$ cat config.mk
export PLATFORM = sky130hd
export DESIGN_NAME = input_conditioner_flat
export DESIGN_NICKNAME = d
export VERILOG_FILES = /design/src/rtl/watpixels_pkg.sv /design/src/rtl/input_conditioner_if.sv /design/src/rtl/debounce_bit.sv /design/src/rtl/input_conditioner.sv /design/src/flat_wrapper.sv
export SDC_FILE = /design/constraint.sdc
export NUM_CORES = 1
export LEC_CHECK = 0
export CELL_PAD_IN_SITES_DETAIL_PLACEMENT = 0
export CELL_PAD_IN_SITES_GLOBAL_PLACEMENT = 1
export CORE_UTILIZATION = 52
export CTS_BUF_LIST = sky130_fd_sc_hd__clkbuf_2 sky130_fd_sc_hd__clkbuf_4 sky130_fd_sc_hd__clkbuf_8
export DETAILED_ROUTE_END_ITERATION = 10
export PLACE_DENSITY_LB_ADDON = 0.3
export SYNTH_ARGS = -nofsm -noshare
export SYNTH_HDL_FRONTEND = slang
export SYNTH_SLANG_ARGS = --single-unit
$ cat constraint.sdc
create_clock -name clk -period 5.4 [get_ports clk]
set_input_delay 0.54 -clock clk [delete_from_list [all_inputs] [get_ports clk]]
set_output_delay 0.54 -clock clk [all_outputs]
set_load 0.02 [all_outputs]
$ cat src/rtl/watpixels_pkg.sv
// Shared constants for the watpixels user-input path: pin indices, default speed and
// debounce length, plus the speed-switch priority encoder.
package watpixels_pkg;

  localparam int unsigned PAUSE_BIT  = 0;
  localparam int unsigned RESUME_BIT = 1;
  localparam int unsigned SPEED1_BIT = 2;
  localparam int unsigned SPEED2_BIT = 3;
  localparam int unsigned SPEED3_BIT = 4;
  localparam int unsigned SPEED4_BIT = 5;
  localparam int unsigned SPEED5_BIT = 6;
  localparam int unsigned SPEED6_BIT = 7;

  localparam logic [2:0] SPEED_DEFAULT = 3'd1;

  // About 10 ms at the 25.175 MHz pixel clock.
  localparam int unsigned DEBOUNCE_CYCLES_DEFAULT = 250000;

  // Highest set switch wins. The speed-1 switch is not consulted because it
  // selects the fallback value anyway.
  function automatic logic [2:0] speed_encode(input logic [SPEED6_BIT:SPEED2_BIT] sw);
    logic [2:0] s;
    s = SPEED_DEFAULT;
    if (sw[SPEED6_BIT]) begin
      s = 3'd6;
    end else if (sw[SPEED5_BIT]) begin
      s = 3'd5;
    end else if (sw[SPEED4_BIT]) begin
      s = 3'd4;
    end else if (sw[SPEED3_BIT]) begin
      s = 3'd3;
    end else if (sw[SPEED2_BIT]) begin
      s = 3'd2;
    end
    return s;
  endfunction

endpackage

$ cat src/rtl/input_conditioner_if.sv
// Bundle of raw pins and conditioned outputs between the pin driver and the
// input conditioner.
interface input_conditioner_if #(
  parameter int unsigned WIDTH = 8
);

  logic [WIDTH-1:0] raw_in;
  logic [WIDTH-1:0] clean;
  logic [WIDTH-1:0] rise;
  logic [WIDTH-1:0] fall;
  logic             pause_req;
  logic             resume_req;
  logic [2:0]       speed;

  modport master (
    output raw_in,
    input  clean,
    input  rise,
    input  fall,
    input  pause_req,
    input  resume_req,
    input  speed
  );

  modport slave (
    input  raw_in,
    output clean,
    output rise,
    output fall,
    output pause_req,
    output resume_req,
    output speed
  );

endinterface

$ cat src/rtl/debounce_bit.sv
// One input bit: two-flop synchronizer, stability counter, debounced level and
// registered single-cycle edge pulses.
module debounce_bit #(
  parameter int unsigned DEBOUNCE_CYCLES = 4
) (
  input  logic clk,
  input  logic rst_n,
  input  logic raw,
  output logic clean,
  output logic rise,
  output logic fall
);

  localparam int unsigned CntW = $clog2(DEBOUNCE_CYCLES + 1);
  localparam logic [CntW-1:0] CntMax = CntW'(DEBOUNCE_CYCLES - 1);

  logic            s1_q, s2_q;
  logic            clean_q, clean_d;
  logic            rise_q, rise_d;
  logic            fall_q, fall_d;
  logic [CntW-1:0] cnt_q, cnt_d;

  // Any return to the clean level restarts the count, so bounces never accumulate.
  always_comb begin
    cnt_d   = cnt_q;
    clean_d = clean_q;
    rise_d  = 1'b0;
    fall_d  = 1'b0;
    if (s2_q == clean_q) begin
      cnt_d = '0;
    end else if (cnt_q == CntMax) begin
      cnt_d   = '0;
      clean_d = s2_q;
      rise_d  = s2_q;
      fall_d  = ~s2_q;
    end else begin
      cnt_d = cnt_q + CntW'(1);
    end
  end

  always_ff @(posedge clk) begin
    if (!rst_n) begin
      s1_q    <= 1'b0;
      s2_q    <= 1'b0;
      cnt_q   <= '0;
      clean_q <= 1'b0;
      rise_q  <= 1'b0;
      fall_q  <= 1'b0;
    end else begin
      s1_q    <= raw;
      s2_q    <= s1_q;
      cnt_q   <= cnt_d;
      clean_q <= clean_d;
      rise_q  <= rise_d;
      fall_q  <= fall_d;
    end
  end

  assign clean = clean_q;
  assign rise  = rise_q;
  assign fall  = fall_q;

endmodule

$ cat src/rtl/input_conditioner.sv
// Debounces all user pins and derives the pause/resume strobes and the speed
// value for the VGA control path.
module input_conditioner
  import watpixels_pkg::*;
#(
  parameter int unsigned DEBOUNCE_CYCLES = DEBOUNCE_CYCLES_DEFAULT,
  parameter int unsigned WIDTH           = 8
) (
  input logic                clk,
  input logic                rst_n,
  input_conditioner_if.slave bus
);

  logic [WIDTH-1:0] clean_w;
  logic [WIDTH-1:0] rise_w;
  logic [WIDTH-1:0] fall_w;
  logic [7:0]       sw;

  for (genvar i = 0; i < WIDTH; i++) begin : g_bit
    debounce_bit #(
      .DEBOUNCE_CYCLES(DEBOUNCE_CYCLES)
    ) u_debounce_bit (
      .clk  (clk),
      .rst_n(rst_n),
      .raw  (bus.raw_in[i]),
      .clean(clean_w[i]),
      .rise (rise_w[i]),
      .fall (fall_w[i])
    );
  end

  assign bus.clean = clean_w;
  assign bus.rise  = rise_w;
  assign bus.fall  = fall_w;

  // Pause takes precedence when both buttons are accepted on the same edge.
  assign bus.pause_req  = rise_w[PAUSE_BIT];
  assign bus.resume_req = rise_w[RESUME_BIT] & ~rise_w[PAUSE_BIT];

  assign sw = 8'(clean_w);

  always_comb begin
    bus.speed = speed_encode(sw[SPEED6_BIT:SPEED2_BIT]);
  end

endmodule

$ cat src/flat_wrapper.sv
// flat-port wrapper written by rule: the top's interface ports become plain ports
module input_conditioner_flat import watpixels_pkg::*;
#(
  parameter int unsigned DEBOUNCE_CYCLES = DEBOUNCE_CYCLES_DEFAULT,
  parameter int unsigned WIDTH           = 8
)
  (clk, rst_n, bus_raw_in, bus_clean, bus_rise, bus_fall, bus_pause_req, bus_resume_req, bus_speed);
  input_conditioner_if #(.WIDTH(WIDTH)) bus_i ();
  input logic clk;
  input logic rst_n;
  input wire logic [$bits(bus_i.raw_in)-1:0] bus_raw_in;
  output wire logic [$bits(bus_i.clean)-1:0] bus_clean;
  output wire logic [$bits(bus_i.rise)-1:0] bus_rise;
  output wire logic [$bits(bus_i.fall)-1:0] bus_fall;
  output wire logic [$bits(bus_i.pause_req)-1:0] bus_pause_req;
  output wire logic [$bits(bus_i.resume_req)-1:0] bus_resume_req;
  output wire logic [$bits(bus_i.speed)-1:0] bus_speed;
  assign bus_i.raw_in = bus_raw_in;
  assign bus_clean = bus_i.clean;
  assign bus_rise = bus_i.rise;
  assign bus_fall = bus_i.fall;
  assign bus_pause_req = bus_i.pause_req;
  assign bus_resume_req = bus_i.resume_req;
  assign bus_speed = bus_i.speed;
  input_conditioner #(.DEBOUNCE_CYCLES(DEBOUNCE_CYCLES), .WIDTH(WIDTH)) u_core (.clk(clk), .rst_n(rst_n), .bus(bus_i));
endmodule
# Word level (Yosys, flattened, before mapping)
# Cells that the tools add are included.
# totals
latch_bits	0
mem_bits_rw	0
romBits	0
inputBits	10
reg_bits	184
memories	0
# op_classes
shifts	0
n_addsub	8
div	0
eq_ne	16
mul	0
n_reduce_logical	24
order_cmp	0
bitwise	27
mux	5
# ops
cell	n
$add A18 B1 Y18 const B	8
$eq A18 B18 Y1 const B	8
$reduce_or A3 Y1	16
$not A1 Y1	26
$reduce_and A2 Y1	8
$mux W3	4
$eq A1 B1 Y1	8
$mux W2	1
$and A1 B1 Y1	1

# Depth between registers and ports, before layout
# Gate-level depths: netlist of run 1.
# depth
ltp_word	5
ltp_mapped	7

# Hierarchy
# Synthesis of run 1 repeated with hierarchy kept, for this count alone.
# unflattened
hier_cells	881
area_unflattened_um2	8001.4
# by_module_without_submodules
mod	n_inst	cells_per_inst	seq_area_each_um2	area_per_inst_um2
debounce_bit	8	109	460.4	993.5
input_conditioner	1	9	0.0	53.8

# Least setup slack after synthesis of run 1
# OpenSTA, ideal clock, no wires.
# synth_path
kind	register to register
start	register u_core.g_bit[0].u_debounce_bit.cnt_q[0]
end	register u_core.g_bit[0].u_debounce_bit.cnt_q[4]
stages_incl_launch_ff	7
period_less_slack_ps	1854
setup_slack_ps	3546
t_arrival_ps	1739
n_path_buf	1
required_ps	5285
setup_ps	115
cell_sequence	dfxtp_1 ha_1 nand3_1 or4_1 o21ai_4 buf_4 nor2_1
# synth_via
elab_chain_len	2
# synth_rtl
item	line	source
from (decl)	debounce_bit.sv:21	logic [CntW-1:0] cnt_q, cnt_d;
from (signal assigned)	debounce_bit.sv:52	cnt_q <= cnt_d;
branches (longest 2 deep; another with $add A18 B1 Y18)	n/a	
# Several ways; the timed one is not identified.
# A chain may end at the register's enable or synchronous reset.

# Final worst setup path of run 1
# layout_path
start	register u_core.g_bit[4].u_debounce_bit.clean_q
end	output bus_speed[0]
# layout_via
elab_chain_len	4
# layout_rtl
item	line	source
from (decl)	debounce_bit.sv:18	logic clean_q, clean_d;
from (signal assigned)	debounce_bit.sv:53	clean_q <= clean_d;
$mux W3	watpixels_pkg.sv:30	end else if (sw[SPEED3_BIT]) begin
$mux W3	watpixels_pkg.sv:28	end else if (sw[SPEED4_BIT]) begin
$mux W3	watpixels_pkg.sv:26	end else if (sw[SPEED5_BIT]) begin
$mux W3	watpixels_pkg.sv:24	if (sw[SPEED6_BIT]) begin
to (decl)	flat_wrapper.sv:17	output wire logic [$bits(bus_i.speed)-1:0] bus_speed;
# Every way passes these cells.

==> metrics.yaml, run 1 <==
r2r_slack_ps: 3180
dp_slack_ps: 3031
overflow: 0
cts_made_buffers: 17
leakagePower_nw: 2.617
wl_per_cell_um: 13.70
dp_hpwl_um: 10820
synthXorXnorAreaFrac: 0.1297
hold_path_class: "register to register"
avgSynthCellArea_um2: 8.879
nets: 937
drc_errors: 0
clk_path_buf_depth: 2
grt_pass1_vias: 5990
root_buffer: "clkbuf_8"
syn_inst: 905
critPathCaptureType: "primary output"
clock_latency_ps: 460
wl_um: 15310
cts_resized: 0
dieArea_mm2: 0.01595
critPathLaunchType: "register"
synth_mux_area_frac: 0.008720
seq_area_frac_synth: 0.4584
synth.distinct_cells: 48
fillCellCount: 1345
setup_ws_ps: 2888
cts_setup_buffers: 0
ios: 39
synthFlopType: "dfxtp_1"
synth_top_cell_area_share: 0.4584
fin_setup_tns_ps: 0
die_w_um: 126.3
num_rows: 45
rsz0062_at_grt: "false"
antenna_found_initial: 0
yosys.area_share.adder: 0.01246
sw_frac_of_total: 0.2018
worstPathMaxFanout: 6
power_mw: 2.392
ys_async_sr_fraction: 0
drive_gt1_frac: 0.05484
fin_util: 0.5826
synth_compound_area_frac: 0.03955
firstDrtPassIters: 4
yosys_warnings: 0
syn_nets: 923
hold_violations: 0
mappedNetlistArea_mm2: 0.008035
place_inst: 1088
cts_hold_buffers: 0
grt_usage: 0.2041
fmax_mhz: 398.2
placed_area_mm2: 0.008387
synth_area_leader_cell: "dfxtp_1"
hold-worst-slack_ps: 437.4
synth_top_family_by_area: "simple AND/OR/NAND/NOR gates"
cp_data_required_time_ps: 4860
die_h_um: 126.3
portBuffers: 38
stdcell_area_mm2: 0.008823
clock-sinks: 184
antenna_cells: 0
vias: 6145
drt_iter0_drc: 282
area_growth_pct: 9.810
p_per_area_mw_per_mm2: 271.1
cap_violations: 0
synth_edf_count: 0
arrival_ps: 1970
power_frac_comb: 0.013
power_frac_clock: 0.415
ys_top_cells_by_area: "dfxtp_1, xnor2_1, nor2_1"
p_sw_uw: 482.7
maxSlewViolCount: 0
start_util: 0.5305
ir_drop_uv: 199.9
power.internal_mw: 1.909
yosys.area_share.simple: 0.3015
final.setup_skew_ps: 11.56
max_slew.worst_pin.slew_ps: 1118
grt_pass1_wl_um: 26600
cts-htree-levels: 4
cts_tree: "done"
status: "finished, final reports clean"
clk_pin_slew_ps: 80
post-route-period-util: 0.4651
setup_viol: 0
vias_per_cell: 5.496
final_cells: 1118
place.gp.congestion: 0.8054
ys_ff_latch: 184
ant_nets: 0
grt_max_degree: 41
p_seq_frac: 0.572
coreArea_mm2: 0.01515
fin_crit_ps: 2512
slew_headroom: 0.2493
path_class: "register to primary output"
[metal layers]
layer,up-vias,routed length [um],track usage
met5,-,0,0
met4,0,195,0.07583
met3,15,497,0.05652
met2,89,7325,0.3403
met1,2906,7295,0.2520
li1,3135,-,-
[power by group through the flow]
stage / Sequential [mW] / Combinational (mW) / Clock, mW
after detailed placement: 1.40 / 0.0326 / 0
after global placement: 1.40 / 0.0321 / 0
after global routing: 1.37 / 0.0361 / 1.08
after CTS: 1.37 / 0.0327 / 1.02
after floorplan: 1.40 / 0.0211 / 0
final: 1.37 / 0.0320 / 0.992
[state kept, by name, summed over array words and instances, names as in the netlist]
register / flops
u_core.g_bit.u_debounce_bit.rise: 8
u_core.g_bit.u_debounce_bit.s1_q: 8
u_core.g_bit.u_debounce_bit.s2_q: 8
u_core.g_bit.u_debounce_bit.clean: 8
u_core.g_bit.u_debounce_bit.fall: 8
u_core.g_bit.u_debounce_bit.cnt_q: 144
[placed cells by master, fill, tap and decap left out, types with 5 or more instances in the layout]
cell and count:
or3_1 7, xnor2_1 91, clkdlybuf4s50_1 38, o21ai_0 6, nor2_1 157, and2_1 20, nand4_1 43, inv_1 32
xor2_1 28, nor4b_1 11, nand3_1 53, mux2i_1 7, clkbuf_8 23, o31ai_1 8, or4_1 8, ha_1 8
a21oi_1 17, and3_1 15, nor2b_1 8, dfxtp_1 184, nand2_1 42, nor3_1 33, nor4_1 42, and4_1 5
[final cells by class]
cell class	count	area (um^2)	area share
multi-input combinational	644	3953	0.4480
sequential	184	3684	0.4175
timing repair buffer	40	395.4	0.04481
tap	188	235.2	0.02666
clock inverter	6	112.6	0.01276
clock buffer	24	324.1	0.03673
inverter	32	120.1	0.01361
[cell usage after synthesis (2+ instances only)]
| cell type | number |
|---|---|
| dfxtp_1 | 184 |
| nor2_1 | 157 |
| xnor2_1 | 91 |
| nand3_1 | 53 |
| nand4_1 | 43 |
| nand2_1 | 42 |
| nor4_1 | 42 |
| nor3_1 | 33 |
| inv_1 | 32 |
| xor2_1 | 28 |
| buf_4 | 25 |
| and2_1 | 20 |
| a21oi_1 | 17 |
| and3_1 | 15 |
| clkbuf_1 | 12 |
| nor4b_1 | 11 |
| ha_1 | 8 |
| nor2b_1 | 8 |
| o31ai_1 | 8 |
| or4_1 | 8 |
| buf_2 | 7 |
| mux2i_1 | 7 |
| or3_1 | 7 |
| o21ai_0 | 6 |
| and4_1 | 5 |
| a31o_2 | 3 |
| nand4_2 | 3 |
| nor4_2 | 3 |
| o21ai_1 | 3 |
| or2_2 | 3 |
| and4b_1 | 2 |
| o211ai_1 | 2 |
| o21a_1 | 2 |
[kinds of logic after synthesis]
kind of cell | after synthesis
xor gates and xnor gates | 119
buffers and inverters | 77
adders and majority gates | 8
AOI/OAI and AO/OA | 46
DFF | 184
and+or+nand+nor | 464
muxes | 7
[worst max-delay path: stages, from the launching register on]
cell,delay (ps)
dfxtp_1,520
inv_1,70
a21oi_1,150
nor2_1,50
nor2_1,110
clkdlybuf4s50_1,610
[worst paths after layout]
check	start	endpoint	depth (start not counted)
min reg2reg	u_core.g_bit[7].u_debounce_bit.s1_q$_SDFF_PN0_	u_core.g_bit[7].u_debounce_bit.s2_q$_SDFF_PN0_	1
max	u_core.g_bit[4].u_debounce_bit.clean$_SDFFE_PN0P_	bus_speed[0]	5
max reg2reg	u_core.g_bit[4].u_debounce_bit.cnt_q[1]$_SDFF_PP0_	u_core.g_bit[4].u_debounce_bit.cnt_q[5]$_SDFF_PP0_	5
min	u_core.g_bit[7].u_debounce_bit.s1_q$_SDFF_PN0_	u_core.g_bit[7].u_debounce_bit.s2_q$_SDFF_PN0_	1
Note: power is estimated with default switching activity, not from simulation.
==> run 2, diff against run 1 <==
--- a/config.mk
+++ b/config.mk
@@ -7,7 +7,7 @@
 export LEC_CHECK = 0
 export CELL_PAD_IN_SITES_DETAIL_PLACEMENT = 0
 export CELL_PAD_IN_SITES_GLOBAL_PLACEMENT = 1
-export CORE_UTILIZATION = 52
+export CORE_UTILIZATION = 43
 export CTS_BUF_LIST = sky130_fd_sc_hd__clkbuf_2 sky130_fd_sc_hd__clkbuf_4 sky130_fd_sc_hd__clkbuf_8
 export DETAILED_ROUTE_END_ITERATION = 10
 export PLACE_DENSITY_LB_ADDON = 0.3
==> constraint.sdc (replaced) <==
create_clock -name clk -period 2.1 [get_ports clk]
set_input_delay 0.21 -clock clk [delete_from_list [all_inputs] [get_ports clk]]
set_output_delay 0.21 -clock clk [all_outputs]
set_load 0.02 [all_outputs]
==> run 2 against run 1 <==
Net effect: the flow now finishes with violations (DRC); core utilization is 8.3 points lower; first-iteration DRC count is 11% lower; non-clock buffer count is 26 higher; clock skew is 2.0 ps lower; cell area is 2.7% higher; critical endpoint is now u_core.g_bit[2].u_debounce_bit.cnt_q[15]$_SDFF_PP0_.
==> metrics.yaml, run 2 (synthesis results as in run 1) <==
status: "complete, but fails checks"
violations: "DRC"
fin_setup_tns_ps: 0
regMostFlops: "u_core.g_bit.u_debounce_bit.cnt_q"
ir_drop_uv: 459.1
clk_path_buf_depth: 2
root_buffer: "clkbuf_8"
rsz0062_at_grt: "false"
layout_commonest_cell: "dfxtp_1"
post-route-period-util: 0.9177
grt_max_degree: 19
fin_crit_ps: 1927
portBuffers: 38
place.gp.congestion: 0.7662
place_inst: 1155
vias: 6090
clk_pin_slew_ps: 80
final_cells: 1187
dieArea_mm2: 0.01924
antenna_cells: 0
critPathLaunchType: "register"
worstPathMaxFanout: 17
path_class: "register to register"
drive_gt1_frac: 0.08455
fmax_mhz: 518.9
setup_viol: 0
power_mw: 6.122
largest_reg_flops: 144
die_h_um: 138.7
area_growth_pct: 12.74
grt_pass1_vias: 5503
cts_tree: "done"
ios: 39
cp_cell_sequence: "or4b_1 -> or3_4 -> o21bai_4 -> nor2_1"
slowest_delay_ps: 550
dp_hpwl_um: 10490
start_util: 0.4428
cts_resized: 3
clock_latency_ps: 450
hold_path_class: "primary input to register"
leakagePower_nw: 2.762
final.setup_skew_ps: 9.602
grt_pass1_wl_um: 25970
slew_headroom: 0.6961
cap_violations: 0
wl_per_cell_um: 12.47
die_w_um: 138.7
cp_data_required_time_ps: 2420
hold_violations: 0
cts-htree-levels: 4
critPathCaptureType: "register"
cts_setup_buffers: 0
cp_slowest_cell: "or4b_1"
overflow: 0
vias_per_cell: 5.131
firstDrtPassIters: 7
antenna_found_initial: 0
ant_nets: 0
hold-worst-slack_ps: 182.3
grt_usage: 0.1640
drc_errors: 2
cts_hold_buffers: 0
wl_um: 14800
maxSlewViolCount: 0
arrival_ps: 2250
most-common-layout-cells: "dfxtp_1, nor2_1, xnor2_1"
max_slew.worst_pin.slew_ps: 454.7
nets: 963
p_per_area_mw_per_mm2: 675.8
clock-sinks: 184
drt_iter0_drc: 250
cts_made_buffers: 17
coreArea_mm2: 0.01815
num_rows: 49
-- run 2: final cells by class --
cell class / instances / area [um^2]
clock inverter: 7 / 116.4
timing repair buffer: 66 / 585.6
sequential: 184 / 3685
inverter: 32 / 120.1
fill: 1763 / 9089
tap: 229 / 286.5
clock buffer: 25 / 312.8
multi-input combinational: 644 / 3953
-- run 2: power breakdown --
| part | internal (mW) | switching, mW |
|---|---|---|
| Clock | 1.34 | 1.18 |
| Combinational | 0.0394 | 0.0492 |
| Sequential | 3.50 | 0.0122 |
-- run 2: worst max-delay path, delay by kind of cell, from the launching register on --
kind	cells	cell delay [ps]
simple gates	3	1070
flops	1	340
compound gates	1	390
-- run 2: metrics by stage --
stage / instance area [um^2] / util / worst slack, ps
CTS: 9056 / 0.4990 / 29.51
finish: 9059 / 0.4992 / 172.8
detailed placement: 8628 / 0.4755 / 175.8
global route: 9059 / 0.4992 / 58.16
floorplan: 8035 / - / 245.8
global placement: 8628 / 0.4755 / 206.7
-- run 2: worst paths after layout --
| check | startpoint | end | slack [ps] | cells after the start |
|---|---|---|---|---|
| setup reg to reg | u_core.g_bit[2].u_debounce_bit.cnt_q[9]$_SDFF_PP0_ | u_core.g_bit[2].u_debounce_bit.cnt_q[15]$_SDFF_PP0_ | 170 | 4 |
| setup / recovery | u_core.g_bit[2].u_debounce_bit.cnt_q[9]$_SDFF_PP0_ | u_core.g_bit[2].u_debounce_bit.cnt_q[15]$_SDFF_PP0_ | 170 | 4 |
| hold / removal | rst_n | u_core.g_bit[5].u_debounce_bit.rise$_SDFF_PP0_ | 180 | 3 |
| hold reg to reg | u_core.g_bit[2].u_debounce_bit.s1_q$_SDFF_PN0_ | u_core.g_bit[2].u_debounce_bit.s2_q$_SDFF_PN0_ | 440 | 1 |
-- run 2: per-layer routing --
| layer | part of all wire | global-route usage | wire length (um) |
|---|---|---|---|
| met1 | 0.52 | 0.2242 | 7709 |
| met2 | 0.44 | 0.2546 | 6514 |
| met3 | 0.029 | 0.04178 | 423 |
| met4 | 0.010 | 0.04912 | 155 |
| met5 | 0 | 0 | 0 |
==> run 3, diff against run 2 <==
--- a/config.mk
+++ b/config.mk
@@ -5,9 +5,10 @@
 export SDC_FILE = /design/constraint.sdc
 export NUM_CORES = 1
 export LEC_CHECK = 0
+export CAP_MARGIN = 20
 export CELL_PAD_IN_SITES_DETAIL_PLACEMENT = 0
 export CELL_PAD_IN_SITES_GLOBAL_PLACEMENT = 1
-export CORE_UTILIZATION = 43
+export CORE_UTILIZATION = 41
 export CTS_BUF_LIST = sky130_fd_sc_hd__clkbuf_2 sky130_fd_sc_hd__clkbuf_4 sky130_fd_sc_hd__clkbuf_8
 export DETAILED_ROUTE_END_ITERATION = 10
 export PLACE_DENSITY_LB_ADDON = 0.3
==> run 3 against run 2 <==
Net effect: the run now ends clean; global-route usage decreased by 0.66 points; register-to-register slack improved by 30 ps; clock-buffer cell count decreased by 6; critical path depth decreased by 2; hold slack improved by 33 ps; core utilization decreased by 1.8 points; power decreased by 2.5%; clock skew increased by 3.2 ps; largest power group unchanged.
==> metrics.yaml, run 3 (synthesis results as in run 1) <==
sw_frac_of_total: 0.2065
top_layer_used: "met4"
ant_nets: 0
cap_violations: 0
regMostFlops: "u_core.g_bit.u_debounce_bit.cnt_q"
die_h_um: 142.0
vias: 6038
path_class: "register to primary output"
hold-worst-slack_ps: 214.9
ir_drop_uv: 421.5
portBuffers: 38
root_buffer: "clkbuf_8"
clock_latency_ps: 450
firstDrtPassIters: 5
cts_tree: "done"
grt_pass1_wl_um: 25940
maxSlewViolCount: 0
status: "finished, final reports clean"
final.setup_skew_ps: 12.85
wl_um: 15120
clk_pin_slew_ps: 90
grt_pass1_vias: 5550
rsz0062_at_grt: "false"
worstPathMaxFanout: 7
vias_per_cell: 4.953
setup_ws_ps: 107.5
clk_path_buf_depth: 2
most-common-layout-cells: "dfxtp_1, nor2_1, xnor2_1"
nets: 967
power.internal_mw: 4.739
hold_violations: 0
power_frac_clock: 0.396
setup_viol: 0
power_frac_comb: 0.015
area_growth_pct: 13.44
fin_util: 0.4809
die_w_um: 142.0
drc_errors: 0
cp_slowest_cell: "clkdlybuf4s50_1"
num_rows: 50
wl_met3_um: 470
routedLengthMet1_um: 7752
dp_slack_ps: 196.6
fin_setup_tns_ps: 0
p_seq_frac: 0.589
critPathCaptureType: "primary output"
critPathLaunchType: "register"
dp_hpwl_um: 10660
hold_path_class: "primary input to register"
coreArea_mm2: 0.01896
layout_commonest_cell: "dfxtp_1"
drt_iter0_drc: 279
largest_reg_flops: 144
cts_made_buffers: 17
ios: 39
slowest_delay_ps: 540
place.gp.congestion: 0.7784
p_sw_mw: 1.233
slew_headroom: 0.5793
drive_gt1_frac: 0.08655
overflow: 0
grt_max_degree: 27
dieArea_mm2: 0.02016
fin_crit_ps: 1992
cp_data_required_time_ps: 1890
cts-htree-levels: 4
fmax_mhz: 501.9
grt_usage: 0.1574
p_per_area_mw_per_mm2: 655.2
clock-sinks: 184
antenna_cells: 0
antenna_found_initial: 0
start_util: 0.4239
leakagePower_nw: 2.761
arrival_ps: 1780
max_slew.worst_pin.slew_ps: 622.2
cp_cell_sequence: "or3_1 -> clkdlybuf4s50_1"
routed-wl-met2_um: 6761
wl_per_cell_um: 12.40
post-route-period-util: 0.9488
## run 3: cell count changes in the layout (fill, tap and decap cells not counted), sizes merged
cell,change
clkbuf,-6
clkdlybuf4s50,+1
buf,+4
dlygate4sd2,-2
dlymetal6s2s,+1
clkinvlp,+1
clkinv,+2
## run 3: final timing paths
kind	cells past startpoint	from	end	slack [ps]
hold reg to reg	1	u_core.g_bit[6].u_debounce_bit.s1_q$_SDFF_PN0_	u_core.g_bit[6].u_debounce_bit.s2_q$_SDFF_PN0_	430
hold / removal	3	rst_n	u_core.g_bit[6].u_debounce_bit.rise$_SDFF_PP0_	210
setup / recovery	2	u_core.g_bit[5].u_debounce_bit.clean$_SDFFE_PN0P_	bus_speed[2]	110
setup reg to reg	4	u_core.g_bit[2].u_debounce_bit.cnt_q[9]$_SDFF_PP0_	u_core.g_bit[2].u_debounce_bit.cnt_q[14]$_SDFF_PP0_	200
## run 3: per-stage QoR
step	instances	total power, mW	instance area (um^2)
after floorplan	905	3.650	8035
after global placement	1190	3.694	8722
after detailed placement	1190	3.694	8722
after CTS	1219	6.076	9110
after global routing	1219	6.230	9115
final	1219	5.972	9115
## run 3: cell type report
type	instances	area (um^2)
Clock buffer	19	255.2
Clock inverter	10	130.1
Fill cell	1805	9841
Inverter	32	120.1
Multi-Input combinational cell	644	3953
Sequential cell	184	3686
Tap cell	260	325.3
Timing Repair Buffer	70	645.6
## run 3: worst max-delay path, delay by kind of cell (launching register included)
| kind | cells | cell delay, ps |
|---|---|---|
| buffers and inverters | 1 | 540 |
| and+or+nand+nor | 1 | 400 |
| DFF | 1 | 400 |
## run 3: power by group through the flow
stage / sequential (mW) / clock, mW / combinational, mW
after detailed placement: 3.60 / 0 / 0.0943
after global routing: 3.52 / 2.61 / 0.104
final: 3.52 / 2.36 / 0.0915
after CTS: 3.52 / 2.46 / 0.0946
after floorplan: 3.60 / 0 / 0.0542
after global placement: 3.60 / 0 / 0.0946
## run 3: layer usage
layer,track usage,vias up
li1,-,3194
met1,0.2134,2769
met2,0.2482,66
met3,0.03331,9
met4,0.05207,0
met5,0,-
## run 3: what timing repair did
action | 4_1_cts | 5_1_grt
gates resized for setup | 2 | 2
setup buffers | 0 | 0
hold buffers | 0 | 0
setup endpoints to repair | 2 | 2
